`config.mk`:
```
export PLATFORM = sky130hd
export DESIGN_NAME = instr_fetch
export DESIGN_NICKNAME = d
export VERILOG_FILES = /design/src/rtl/instr_fetch_pkg.sv /design/src/rtl/fetch_fifo.sv /design/src/rtl/instr_fetch.sv
export SDC_FILE = /design/constraint.sdc
export NUM_CORES = 1
export LEC_CHECK = 0
export BUFFER_PORTS_ARGS = -buffer_cell sky130_fd_sc_hd__buf_2
export CAP_MARGIN = 15
export CORE_ASPECT_RATIO = 0.6
export CORE_UTILIZATION = 30
export DETAILED_ROUTE_END_ITERATION = 16
export RECOVER_POWER = 25
export SYNTH_ARGS = -nofsm -noshare
export SYNTH_HDL_FRONTEND = slang
export SYNTH_HIERARCHICAL = 1
export SYNTH_SLANG_ARGS = --single-unit
```
`constraint.sdc`:
```
create_clock -name clk_i_IF -period 7.8 [get_ports clk_i_IF]
set_input_delay 0.78 -clock clk_i_IF [delete_from_list [all_inputs] [get_ports clk_i_IF]]
set_output_delay 0.78 -clock clk_i_IF [all_outputs]
set_load 0.01 [all_outputs]
```
`src/rtl/instr_fetch_pkg.sv`:
```
// Shared fetch-stage definitions: bus widths, reset/enable levels, NOP encoding.
// Imported by instr_fetch and fetch_fifo.
package instr_fetch_pkg;

  localparam int unsigned INSTR_ADDR_W = 32;            // InstrAddrBus width
  localparam int unsigned INSTR_W      = 32;            // InstrBus width

  localparam logic        RST_ENABLE   = 1'b1;
  localparam logic        CHIP_ENABLE  = 1'b1;
  localparam logic        CHIP_DISABLE = 1'b0;

  // addi x0, x0, 0 -- shown on the decode port whenever the buffer is empty
  localparam logic [31:0] NOP_INST     = 32'h0000_0013;

endpackage

```
`src/rtl/fetch_fifo.sv`:
```
// Purpose: synchronous FIFO holding {address, instruction} pairs for decode.
// Latency: a push is visible at the head the cycle after it is written.
// Backpressure: none internally; the caller must never push while full.
// Ports: i_clk/i_reset (sync, active-high), i_push/i_push_dat, i_pop, i_flush,
//        o_head_dat, o_count (0..DEPTH), o_full, o_empty.
module fetch_fifo
  import instr_fetch_pkg::*;
#(
  parameter int unsigned WIDTH = 64,
  parameter int unsigned DEPTH = 2
) (
  input  logic                       i_clk,
  input  logic                       i_reset,
  input  logic                       i_push,
  input  logic [WIDTH-1:0]           i_push_dat,
  input  logic                       i_pop,
  input  logic                       i_flush,
  output logic [WIDTH-1:0]           o_head_dat,
  output logic [$clog2(DEPTH):0]     o_count,
  output logic                       o_full,
  output logic                       o_empty
);

  localparam int unsigned PTR_W = $clog2(DEPTH);
  localparam int unsigned CNT_W = PTR_W + 1;

  logic [WIDTH-1:0] r_mem [DEPTH];
  logic [PTR_W-1:0] r_wr_ptr;
  logic [PTR_W-1:0] r_rd_ptr;
  logic [CNT_W-1:0] r_count;

  logic w_push;
  logic w_pop;

  // Occupancy lives in its own register so full and empty are unambiguous
  // even when the pointers coincide.
  assign o_empty    = (r_count == '0);
  assign o_full     = (r_count == CNT_W'(DEPTH));
  assign o_count    = r_count;
  assign o_head_dat = r_mem[r_rd_ptr];

  assign w_push = i_push & ~o_full;
  assign w_pop  = i_pop  & ~o_empty;

  // Pointers are exactly PTR_W bits wide, so DEPTH being a power of two makes
  // the increment wrap modulo DEPTH for free.
  always_ff @(posedge i_clk) begin
    if (i_reset == RST_ENABLE || i_flush) begin
      r_wr_ptr <= '0;
      r_rd_ptr <= '0;
      r_count  <= '0;
    end else begin
      if (w_push) r_wr_ptr <= r_wr_ptr + 1'b1;
      if (w_pop)  r_rd_ptr <= r_rd_ptr + 1'b1;
      r_count <= r_count + CNT_W'(w_push) - CNT_W'(w_pop);
    end
  end

  // Storage needs no reset: the head is only consumed when o_count is nonzero.
  always_ff @(posedge i_clk) begin
    if (w_push && !i_flush && i_reset != RST_ENABLE) begin
      r_mem[r_wr_ptr] <= i_push_dat;
    end
  end

endmodule

```
`src/rtl/instr_fetch.sv`:
```
// Purpose: issue ROM reads for PC addresses and queue {addr, instr} for decode.
// Latency: issue in cycle N, ROM word captured end of N+1, valid to decode in N+2.
// Backpressure: holds the PC once buffered + in-flight (net of this cycle's pop) fills DEPTH.
// Ports: clk_i_IF, reset_i_IF (sync, active-high), PC side (pc_addr_i_IF,
//        chip_enable_i_IF, pc_hold_o_IF), ROM side (rom_ce_o_IF, rom_addr_o_IF,
//        rom_data_i_IF), flush_i_IF, decode side (inst_valid_o_IF, inst_o_IF,
//        inst_addr_o_IF, inst_ready_i_IF).
module instr_fetch
  import instr_fetch_pkg::*;
#(
  parameter int unsigned DEPTH  = 2,
  parameter int unsigned ADDR_W = INSTR_ADDR_W,
  parameter int unsigned DATA_W = INSTR_W
) (
  input  logic              clk_i_IF,
  input  logic              reset_i_IF,
  input  logic [ADDR_W-1:0] pc_addr_i_IF,
  input  logic              chip_enable_i_IF,
  output logic              pc_hold_o_IF,
  output logic              rom_ce_o_IF,
  output logic [ADDR_W-1:0] rom_addr_o_IF,
  input  logic [DATA_W-1:0] rom_data_i_IF,
  input  logic              flush_i_IF,
  output logic              inst_valid_o_IF,
  output logic [DATA_W-1:0] inst_o_IF,
  output logic [ADDR_W-1:0] inst_addr_o_IF,
  input  logic              inst_ready_i_IF
);

  localparam int unsigned CNT_W = $clog2(DEPTH) + 1;
  localparam int unsigned ENT_W = ADDR_W + DATA_W;

  logic              r_req_v;    // a ROM read was issued last cycle
  logic [ADDR_W-1:0] r_req_pc;   // address of that read

  logic              w_reset;
  logic              w_issue;
  logic              w_push;
  logic              w_pop;
  logic              w_valid;
  logic              w_hold;
  logic [CNT_W:0]    w_occ;
  logic [CNT_W-1:0]  w_count;
  logic              w_full;
  logic              w_empty;
  logic [ENT_W-1:0]  w_head;

  assign w_reset = (reset_i_IF == RST_ENABLE);

  // Outputs are forced to their idle values while reset is high, even before
  // the synchronous clear of the FIFO has taken effect.
  assign w_valid = ~w_reset & ~w_empty;
  assign w_pop   = w_valid & inst_ready_i_IF;

  // Slots that will be committed after this edge: entries kept plus the read
  // whose data lands next cycle. Counting this cycle's pop lets a full FIFO
  // that is draining keep streaming; the ready->hold path is deliberate.
  assign w_occ  = {1'b0, w_count} - (CNT_W+1)'(w_pop) + (CNT_W+1)'(r_req_v);
  assign w_hold = ~w_reset & (w_occ >= (CNT_W+1)'(DEPTH));

  assign w_issue = (chip_enable_i_IF == CHIP_ENABLE) & ~w_hold & ~flush_i_IF & ~w_reset;

  // A flush discards the word returning this cycle along with everything queued.
  assign w_push = r_req_v & ~flush_i_IF & ~w_reset;

  assign pc_hold_o_IF    = w_hold;
  assign rom_ce_o_IF     = w_issue;
  assign rom_addr_o_IF   = w_issue ? pc_addr_i_IF : '0;
  assign inst_valid_o_IF = w_valid;
  assign inst_o_IF       = w_valid ? w_head[DATA_W-1:0] : DATA_W'(NOP_INST);
  assign inst_addr_o_IF  = w_valid ? w_head[ENT_W-1:DATA_W] : '0;

  // w_issue is already low under flush and reset, so the in-flight flag
  // clears in those cycles without a separate branch.
  always_ff @(posedge clk_i_IF) begin
    if (w_reset) begin
      r_req_v  <= 1'b0;
      r_req_pc <= '0;
    end else begin
      r_req_v <= w_issue;
      if (w_issue) r_req_pc <= pc_addr_i_IF;
    end
  end

  fetch_fifo #(
    .WIDTH (ENT_W),
    .DEPTH (DEPTH)
  ) u_fetch_fifo (
    .i_clk      (clk_i_IF),
    .i_reset    (reset_i_IF),
    .i_push     (w_push),
    .i_push_dat ({r_req_pc, rom_data_i_IF}),
    .i_pop      (w_pop),
    .i_flush    (flush_i_IF),
    .o_head_dat (w_head),
    .o_count    (w_count),
    .o_full     (w_full),
    .o_empty    (w_empty)
  );

  // The hold rule reserves a slot for every read in flight.
  a_no_push_when_full : assert property (@(posedge clk_i_IF) disable iff (w_reset)
    !(w_push && w_full));

endmodule

```
# ---- Yosys cells after proc, flatten, opt, wreduce, memory -nomap -nowiden
# Memories as Yosys holds them, arrays and structs flattened. A register that Yosys moved wholly into a read port is not among the register bits.
# Index checks and enable logic that the tools add are counted.
dict set report word_totals {
  out_inout_bits 99
  reg_bits 37
  input_bits 69
  mem_bits_rw 128
  wordCells 41
  memories 1
}
dict set report classes {
  eq_ne 1
  muxes 7
  bitwise 15
  n_reduce_logical 5
  magnitude_cmp 1
  n_addsub 6
}
# memory depth width rd rd_clocked_by_memory_dff write_ports line
set mem_list {}
lappend mem_list {u_fetch_fifo.r_mem 2 64 1 1 1 fetch_fifo.sv:27} ;# logic [WIDTH-1:0] r_mem [DEPTH];
# cell n
set op_table {}
lappend op_table {{$mux W32} 3}
lappend op_table {{$and A1 B1 Y1} 10}
lappend op_table {{$not A1 Y1} 5}
lappend op_table {{$mux W1} 4}
lappend op_table {{$add A3 B1 Y3} 1}
lappend op_table {{$ge A3 B2 Y1 const B} 1}
lappend op_table {{$sub A2 B1 Y3} 1}
lappend op_table {{$add A1 B1 Y1 const B} 2}
lappend op_table {{$add A2 B1 Y2} 1}
lappend op_table {{$eq A2 B2 Y1 const B} 1}
lappend op_table {{$logic_and A1 B1 Y1} 2}
lappend op_table {{$logic_not A2 Y1} 1}
lappend op_table {{$sub A2 B1 Y2} 1}
lappend op_table {{$logic_not A1 Y1} 1}
lappend op_table {{$logic_or A1 B1 Y1} 1}

# ---- Longest topological paths before layout
# Gate-level depths: netlist (run 1).
dict set report depth {
  ltp_word 13
  mapped_depth 11
  mapped_depth_nobuf 9
}

# ---- Cells and area by module
# Netlist (run 1), hierarchy kept.
# module area_each_um2 instances seq_area_each_um2 cells_per_inst
set by_module_without_submodules {}
lappend by_module_without_submodules {fetch_fifo 4863.4 1 3943.8 230}
lappend by_module_without_submodules {instr_fetch 2039.5 1 660.6 228}

# ---- Worst setup path before layout (run 1)
# No wires, ideal clock.
dict set report synth_path {
  path_type {input-to-reg}
  from {in reset_i_IF}
  to {mem u_fetch_fifo.r_mem[0][0] (enable)}
  arrival_time_ns 7.595
  path_stages 5
  setup_time_ns 0.644
  path_slack_ns -0.439
  required_ns 7.156
  path_buffers 2
  cell_sequence {buf_2 -> clkbuf_1 -> nor3b_1 -> inv_1 -> nor4_1}
}
dict set report synth_via {
  elab_chain_cells 7
}
# item line
set synth_lines {}
lappend synth_lines {{start: declaration} instr_fetch.sv:16} ;# input logic reset_i_IF,
lappend synth_lines {{$not A1 Y1} instr_fetch.sv:64} ;# assign w_push = r_req_v & ~flush_i_IF & ~w_reset;
lappend synth_lines {{$and A1 B1 Y1} instr_fetch.sv:64}
lappend synth_lines {{named net w_push} instr_fetch.sv:38} ;# logic w_push;
lappend synth_lines {{$and A1 B1 Y1} fetch_fifo.sv:42} ;# assign w_push = i_push & ~o_full;
lappend synth_lines {{$logic_and A1 B1 Y1 (2 in a row)} fetch_fifo.sv:61} ;# if (w_push && !i_flush && i_reset != RST_ENABLE) begin
lappend synth_lines {{$mux W1} fetch_fifo.sv:61}
lappend synth_lines {{$mux W1 (not written as such)} fetch_fifo.sv:62} ;# r_mem[r_wr_ptr] <= i_push_dat;
lappend synth_lines {{end: declaration} fetch_fifo.sv:27}
# The timed path passes the listed nets, and every way through them passes these cells.

# ---- Worst setup path after layout (run 1)
dict set report layout_path {
  from {in reset_i_IF}
  to {out rom_ce_o_IF}
}
dict set report layout_via {
  elab_chain_cells 11
}
# item line
set layout_lines {}
lappend layout_lines {{$not A1 Y1} instr_fetch.sv:52} ;# assign w_valid = ~w_reset & ~w_empty;
lappend layout_lines {{$and A1 B1 Y1} instr_fetch.sv:52}
lappend layout_lines {{$and A1 B1 Y1} instr_fetch.sv:53} ;# assign w_pop = w_valid & inst_ready_i_IF;
lappend layout_lines {{named net w_pop} instr_fetch.sv:39} ;# logic w_pop;
lappend layout_lines {{$sub A2 B1 Y3} instr_fetch.sv:58} ;# assign w_occ = {1'b0, w_count} - (CNT_W+1)'(w_pop) + (CNT_W+1)'(r_req_v);
lappend layout_lines {{$add A3 B1 Y3} instr_fetch.sv:58}
lappend layout_lines {{$ge A3 B2 Y1} instr_fetch.sv:59} ;# assign w_hold = ~w_reset & (w_occ >= (CNT_W+1)'(DEPTH));
lappend layout_lines {{$and A1 B1 Y1} instr_fetch.sv:59}
lappend layout_lines {{$not A1 Y1} instr_fetch.sv:61} ;# assign w_issue = (chip_enable_i_IF == CHIP_ENABLE) & ~w_hold & ~flush_i_IF & ~w_reset;
lappend layout_lines {{$and A1 B1 Y1 (3 in a row)} instr_fetch.sv:61}
lappend layout_lines {{end: declaration} instr_fetch.sv:20} ;# output logic rom_ce_o_IF,
# The timed path passes the listed nets, and every way through them passes these cells.

==> results summary, run 1 <==
The run finished with clean final reports. The clock-pin slew of the registers on the worst-case setup and hold paths is approximately 0.060 ns. The latest clock arrival within the worst-skew pair is around 0.42 ns. The number of global-route vias before repair is ~4.3k. The die covers between 20000 and 25000 µm². The starting density of the core came out at approximately 31%.

The count of pins over their slew limit was 0. The static leakage is 3.57 nW. Buffers placed on the I/O ports in this run total about 170. Pin placement for this block handled between 150 and 200 I/O pins.

TritonCTS built the clock tree. The DRC violation count after routing is 0. The total of hold buffers inserted after clock tree synthesis came out at 0. In the global route stage, overall resource usage came out at between 10% and 20%. The maximum root-to-sink buffer count came out at 2. The worst setup path is of the in -> out kind. Of the cells placed in the final design, the portion with a size suffix greater than 1 is between 40 and 50%. After detailed routing, the number of vias per cell comes to about 4.4. The clock drives approximately 170 sinks.

From bottom edge to top edge, the die measures approximately 120 µm. The sequential cells in the finished layout cover a total of roughly 4600 µm². The number of antenna violations at the first check in global routing was 1. By instance count, the leading cell after synthesis is sky130_fd_sc_hd__edfxtp_1.

The unique cell type count in the Yosys netlist came out at 33. At the worst endpoint, the arrival time is between 3 and 4 ns. The largest vdd supply drop is roughly 130 µV.

Gates resized during post-CTS repair numbered 0. The floorplan has between 40 and 50 rows. Yosys attributes the largest share of cell area to sky130_fd_sc_hd__edfxtp_1, sky130_fd_sc_hd__dfxtp_1, sky130_fd_sc_hd__mux2_2, sky130_fd_sc_hd__and2_1, sky130_fd_sc_hd__o21bai_2. The minimum clock period is approximately 4.7 ns.

Summing all multi-input logic gate instances after layout gives around 2100 µm². The maximum clock skew at final layout is 0.00803 ns. The power per cell area came out at 220 nW/µm².

STA classifies the critical path startpoint as a primary input. The H-tree generated during clock tree synthesis spans 4 levels. The commonest cells after synthesis are sky130_fd_sc_hd__edfxtp_1, sky130_fd_sc_hd__mux2_2, sky130_fd_sc_hd__and2_1, sky130_fd_sc_hd__dfxtp_1, sky130_fd_sc_hd__nand2b_1. The worst setup path is captured at an output port. Timing would allow up to 0.211 GHz. Measured against its own limit, the worst slew margin works out to between 30% and 40%.

The total count of hold-check failures in the final report is 0. The transition time at the pin with the least slew margin came out at approximately 0.93 ns. The cell area after synthesis is around 7000 µm². The cell type contributing the most total cell area after synthesis is sky130_fd_sc_hd__edfxtp_1. The synthesized netlist cell count came out at 458. For this block, the initial DRC count from the detailed router was approximately 180. The count of filler cells inserted in the layout is approximately 2.2k.

The number of enable flip-flop cells after synthesis is 128. The detailed-routing iteration count for the pre-antenna-repair pass came out at 4. From left edge to right edge, the die measures approximately 200 µm.

The number of standard cells in the layout, taps in and fillers out came out at 943. Max-cap violations in this run came to 0. Among all flip-flop cells after synthesis, the most frequent one is sky130_fd_sc_hd__edfxtp_1.

The total of endpoints with negative setup slack in the final report is 0. Averaged over all synthesized cells, the footprint is roughly 15 µm². The congestion estimate from routability-driven global placement came to 0.671.

The aggregate routed wire length is 15.0 mm. The highest fanout seen on the critical path came out at 40. The number of nets with antenna violations after detailed routing came out at 0.

Counting flops and latches in the post-synthesis netlist gives between 150 and 200. In this run the worst hold path is classified as reg -> reg. The number of nets in the synthesized netlist is between 500 and 600.

The total congestion overflow after global routing came out at 0. The area share of the largest cell type after synthesis came out at 55.7%. The standard cell core area came out at roughly 22000 µm². The largest net degree at the start of global routing came out at 65.

The number of buffers created by CTS came out at 17. After detailed placement, the design holds a cell count of 910. The first global-routing pass estimated ~23 mm of wire. CTS placed an instance of sky130_fd_sc_hd__clkbuf_16 at the clock tree root. The area added between synthesis and finish came out at 25.1%.

The post-DP HPWL came out at 9.44 mm. After layout, the worst path uses between 60% and 70% of the clock period. The final routed wire length divided by cell count is between 15 and 20 µm. Data on the critical path is required at its endpoint by roughly 7.0 ns. The async set-or-reset flop fraction in the synthesized netlist came out at 0%.

The total power of the final layout is ~1.9 mW. Buffers added to address setup during post-CTS repair amount to 0. Setup repair after global routing left no endpoint under its margin. The register area share after synthesis is 66.7%. The final-stage net count is between 600 and 700. The total of warnings raised by yosys is 6. The via total after detailed routing came out at about 4.2k.
[state kept, by name, indices dropped and copies added, names as in the netlist, named ones only]
signal                 cells
u_fetch_fifo/r_rd_ptr      1
u_fetch_fifo/r_mem       128
r_req_pc                  32
u_fetch_fifo/o_count       2
r_req_v                    1
u_fetch_fifo/r_wr_ptr      1
[worst paths after layout]
| check | endpoint | slack (ns) | startpoint | cells after the start |
|---|---|---|---|---|
| setup reg to reg | r_req_pc[7] | 4.36 | u_fetch_fifo/o_count[1] | 10 |
| hold reg to reg | u_fetch_fifo/r_mem[0][63] | 0.46 | r_req_pc[31] | 0 |
| hold / removal | u_fetch_fifo/r_mem[0][63] | 0.46 | r_req_pc[31] | 0 |
| setup / recovery | rom_ce_o_IF | 3.07 | reset_i_IF | 10 |
[per-layer routing]
layer  vias to the layer above  track usage, %  part of all wire, %
met3                        18            4.86                  6.7
met2                       138            19.7                   44
met5                         -               0                    0
met4                         0            5.18                  2.1
met1                      2036            17.1                   47
li1                       1975               -                    -
[worst max-delay path: stages]
cell and delay (ns):
sky130_fd_sc_hd__buf_2 0.57, sky130_fd_sc_hd__nor2_4 0.07, sky130_fd_sc_hd__and2_1 0.20, sky130_fd_sc_hd__ha_1 0.29, sky130_fd_sc_hd__nor2b_1 0.15, sky130_fd_sc_hd__fa_1 0.48
sky130_fd_sc_hd__nor4b_4 0.26, sky130_fd_sc_hd__buf_4 0.33, sky130_fd_sc_hd__and2_4 0.54, sky130_fd_sc_hd__buf_2 0.23
[metrics by stage]
| stage | util, % | TNS [ns] | hold slack (ns) | worst slack (ns) | instance area (µm²) |
|---|---|---|---|---|---|
| after CTS | 38.7 | 0 | 0.460 | 2.73 | 8630 |
| after floorplan | - | -56.14 | 0.427 | -0.439 | 6900 |
| after detailed placement | 36.0 | 0 | 0.442 | 2.71 | 8010 |
| after global placement | 36.0 | 0 | 0.429 | 2.82 | 8010 |
| after global routing | 38.7 | 0 | 0.465 | 2.81 | 8630 |
| final | 38.8 | 0 | 0.459 | 3.07 | 8630 |
[cell type report]
| cell class | count | share of cell area [%] |
|---|---|---|
| Sequential cell | 166 | 53.4 |
| Tap cell | 308 | 4.46 |
| Antenna cell | 1 | 0.0290 |
| Inverter | 6 | 0.261 |
| Clock inverter | 12 | 2.06 |
| Timing Repair Buffer | 173 | 10.1 |
| Multi-Input combinational cell | 257 | 24.6 |
| Clock buffer | 20 | 5.06 |
[kinds of logic (layout without fill, tap and decap cells)]
family	Yosys count	after routing	share of synthesized area, %
AO/OA/AOI/OAI	37	37	4.97
AND/OR/NAND/NOR	150	150	13.8
multiplexers	64	64	10.4
buffers and inverters	35	211	3.05
flip-flops	166	166	66.7
XOR/XNOR	3	3	0.381
other	0	1	0
adder cells (fa/ha/maj)	3	3	0.652
[cells in the final DEF (no fill, tap or decap), types with 2 or more instances in the layout]
cell type	count
sky130_fd_sc_hd__and2_1	63
sky130_fd_sc_hd__and3_1	32
sky130_fd_sc_hd__buf_2	162
sky130_fd_sc_hd__buf_4	6
sky130_fd_sc_hd__bufinv_16	4
sky130_fd_sc_hd__clkbuf_1	8
sky130_fd_sc_hd__clkbuf_16	17
sky130_fd_sc_hd__clkinv_2	2
sky130_fd_sc_hd__clkinvlp_4	4
sky130_fd_sc_hd__dfxtp_1	37
sky130_fd_sc_hd__edfxtp_1	128
sky130_fd_sc_hd__ha_1	2
sky130_fd_sc_hd__inv_1	6
sky130_fd_sc_hd__mux2_2	64
sky130_fd_sc_hd__nand2b_1	33
sky130_fd_sc_hd__nor2_1	5
sky130_fd_sc_hd__nor2b_1	2
sky130_fd_sc_hd__nor3b_1	3
sky130_fd_sc_hd__nor4_2	2
sky130_fd_sc_hd__o21ai_0	3
sky130_fd_sc_hd__o21bai_1	12
sky130_fd_sc_hd__o21bai_2	20
sky130_fd_sc_hd__or3_1	4
sky130_fd_sc_hd__xnor2_1	2
[power by group]
group	internal, mW	switching [mW]	total, mW	leakage [nW]
sequential	0.961	0.00708	0.968	1.52
clock	0.536	0.337	0.873	0.287
combinational	0.0289	0.0285	0.0574	1.76
total	1.53	0.373	1.90	3.57
Note: power is estimated with default switching activity, not from simulation.
==> run 2, diff against run 1 <==
- clock period: 7.8 -> 3.8 ns (I/O delays scaled with it)
==> run 2 against run 1 <==
Effect of this change: clock power increased by 99%; first-iteration DRC count decreased by 39%; worst hold slack got worse by 0.31 ns; register-to-register slack got worse by 3.6 ns; combinational power increased by 110%; sequential cell count unchanged; critical path type is now reg -> out; critical endpoint is now rom_addr_o_IF[9]; highest routed layer is now met5.
==> results summary, run 2 (synthesis results as in run 1) <==
Once the floorplan was initialized, standard cells occupied a little under a third of the core. The number of clock buffers added by TritonCTS is 17. The signal on the critical path passes through nor2_2 > nor2_4 > and2_1 > ha_1 > nor2b_1 > fa_1 > nor4b_4 > buf_12 > and3_1 > buf_2. In this run the core area contains 42 standard-cell rows.

The count of pins over their slew limit came out at 0. The total power of the final layout is 3.85 mW. The global router's overall resource usage came out at ~13%. The total count of hold-check failures in the final report came out at 0. For the final database, setup skew stands at between 0.006 and 0.007 ns. The number of port buffers came out at 167. The share of final-layout standard cells stronger than drive strength 1 came out at between 40 and 50%. The path with the worst hold slack has its endpoint at u_fetch_fifo/r_mem[0][1]. The first routing iteration left roughly 110 violations. The vias per cell is roughly 4.4. The power per cell area came out at between 400 and 500 nW/µm².

Summed over all cells, the static leakage comes to 3.56 nW. The number of antenna violations at the first check in global routing came to 1. Summed over all layers, the global routing overflow is 0.

The transition time at the pin with the least slew margin came out at 0.660 ns. In the final design database the tool counted about 700 nets. The register with the most flip-flops in the layout has about 130 of them. The top-level I/O count is approximately 170.

The total clock sinks came out at around 170. Along the worst path, the maximum fanout reaches 31. In the finished design, the share of the clock period the worst path needs comes to 94.2%. The number of nets with antenna violations after detailed routing came out at 0. The area occupied by registers is 4610 µm². The number of maximum-capacitance violations came out at 0. The count of filler cells inserted in the layout came out at 2164. The worst register-to-register path begins at u_fetch_fifo/o_count[1]. The DRC violation count after routing is 0. The slowest cell on the critical path is sky130_fd_sc_hd__fa_1. After clock tree synthesis, the clock-pin slew on the worst setup and hold paths is 0.07 ns. The register-to-register setup slack is around 0.76 ns. The number of buffers inserted to repair setup after CTS came out at 0. The most frequent standard cell in the layout excluding fill and tap cells is sky130_fd_sc_hd__buf_2. The maximum root-to-sink buffer count came out at 2.

The wire length of the first global-routing pass came out at 22.7 mm. The minimum clock period is roughly 3.6 ns. The overall die area is 23600 µm². The largest register by flop count is u_fetch_fifo/r_mem.

In the layout the commonest cells are sky130_fd_sc_hd__buf_2, sky130_fd_sc_hd__edfxtp_1, sky130_fd_sc_hd__mux2_2. The die span in x is approximately 200 µm. The post-DP HPWL is approximately 9.3 mm. The relative max-transition margin is a little under three fifths. The largest vdd supply drop is roughly 330 µV. The detailed-routing iteration count for the pre-antenna-repair pass is 4. The area of the multi-input gates came out at between 2000 and 2500 µm². The worst setup path is of the reg -> out kind. The fmax came out at between 0.2 and 0.3 GHz. The via total after detailed routing is ~4.2k. The number of global-route vias before repair came out at 4333. Once layout is complete, the utilization of the core stands at between 30% and 40%. The run finished with clean final reports. The total of endpoints with negative setup slack in the final report came out at 0. The type of the tightest min-delay check is in -> reg. The worst setup path is launched from a flip-flop. TritonCTS built the clock tree. For the worst setup path, the data arrival time is between 3 and 4 ns. The number of cells traversed by the worst register-to-register path came out at 11. The startpoint of the most critical hold path is rom_data_i_IF[1]. The required time at the endpoint of the critical path is roughly 3.4 ns. The worst register-to-register path ends at r_req_pc[1]. The H-tree was split into 4 levels.

On the worst path, the slowest cell contributes a delay of ~0.49 ns. The area added between synthesis and finish came out at 25.7%. The chip height came out at between 100 and 150 µm. The clock root buffer is sky130_fd_sc_hd__clkbuf_16. The aggregate routed wire length is 14.6 mm.

The hold-critical path depth came out at 1. The standard cell core area came out at roughly 22000 µm². Routability-driven placement finished with a final weighted congestion of 0.720.

The total of hold buffers inserted after clock tree synthesis is 0. Setup repair after global routing left no endpoint under its margin. The final routed wire length divided by cell count is 15.4 µm. The worst hold-check slack is 0.153 ns. The critical path capture point type is an output port. Entering global routing, the biggest net connects 65 pins. The latest clock arrival within the worst-skew pair came out at 0.42 ns.
-- run 2: what timing repair did --
| action | 4_1_cts | 5_1_grt |
|---|---|---|
| endpoints found under the setup margin | 0 | 16 |
| gates resized for setup | 0 | 1 |
| endpoints found under the hold margin | 0 | 0 |
-- run 2: worst max path at each step --
| stage | endpoint | cells past startpoint | startpoint | slack [ns] |
|---|---|---|---|---|
| 6_report | rom_addr_o_IF[9] | 10 | u_fetch_fifo/o_count[1] | 0.22 |
| 2_1_floorplan | u_fetch_fifo/r_mem[0][0] | 5 | reset_i_IF | -1.35 |
| 3_5_place_dp | rom_addr_o_IF[9] | 10 | u_fetch_fifo/o_count[1] | 0.58 |
| 3_3_place_gp | rom_addr_o_IF[9] | 10 | u_fetch_fifo/o_count[1] | 0.67 |
| 4_1_cts | rom_addr_o_IF[9] | 10 | u_fetch_fifo/o_count[1] | 0.11 |
| 5_1_grt | rom_addr_o_IF[19] | 10 | u_fetch_fifo/o_count[1] | 0.05 |
-- run 2: stage by stage --
step | TNS (ns) | cells | area (µm²) | worst slack [ns]
6_report | 0 | 945 | 8680 | 0.221
5_1_grt | 0 | 944 | 8670 | 0.0459
4_1_cts | 0 | 944 | 8700 | 0.108
3_5_place_dp | 0 | 912 | 8100 | 0.585
3_3_place_gp | 0 | 912 | 8100 | 0.674
2_1_floorplan | -172.61 | 458 | 6920 | -1.35
-- run 2: final cells by class --
class                   count  share of cell area, %
flip-flops and latches    166                   53.1
well taps                 308                   4.44
repair buffers            175                   10.6
inverters                   6                  0.260
clock buffers              20                   5.38
diodes                      1                 0.0288
multi-input cells         257                   24.6
clock inverters            12                   1.57
-- run 2: critical path, delay by kind of cell, from the launching register on --
family,cells,cell delay [ns]
simple gates,6,1.22
fa+ha+maj,2,0.78
flops,1,0.39
buf+inv,2,0.36
-- run 2: layer usage --
metal / routed length (µm) / vias up / share of wire [%] / global-route usage, %
li1: - / 1969 / - / -
met1: 6800 / 2037 / 47 / 16.4
met2: 6650 / 135 / 46 / 20.7
met3: 905 / 18 / 6.2 / 4.24
met4: 226 / 2 / 1.5 / 4.65
met5: 13 / - / 0.089 / 0
-- run 2: report_power, final --
group	switching [mW]	internal, mW
clock network	0.712	1.03
registers	0.0155	1.97
logic	0.0596	0.0607
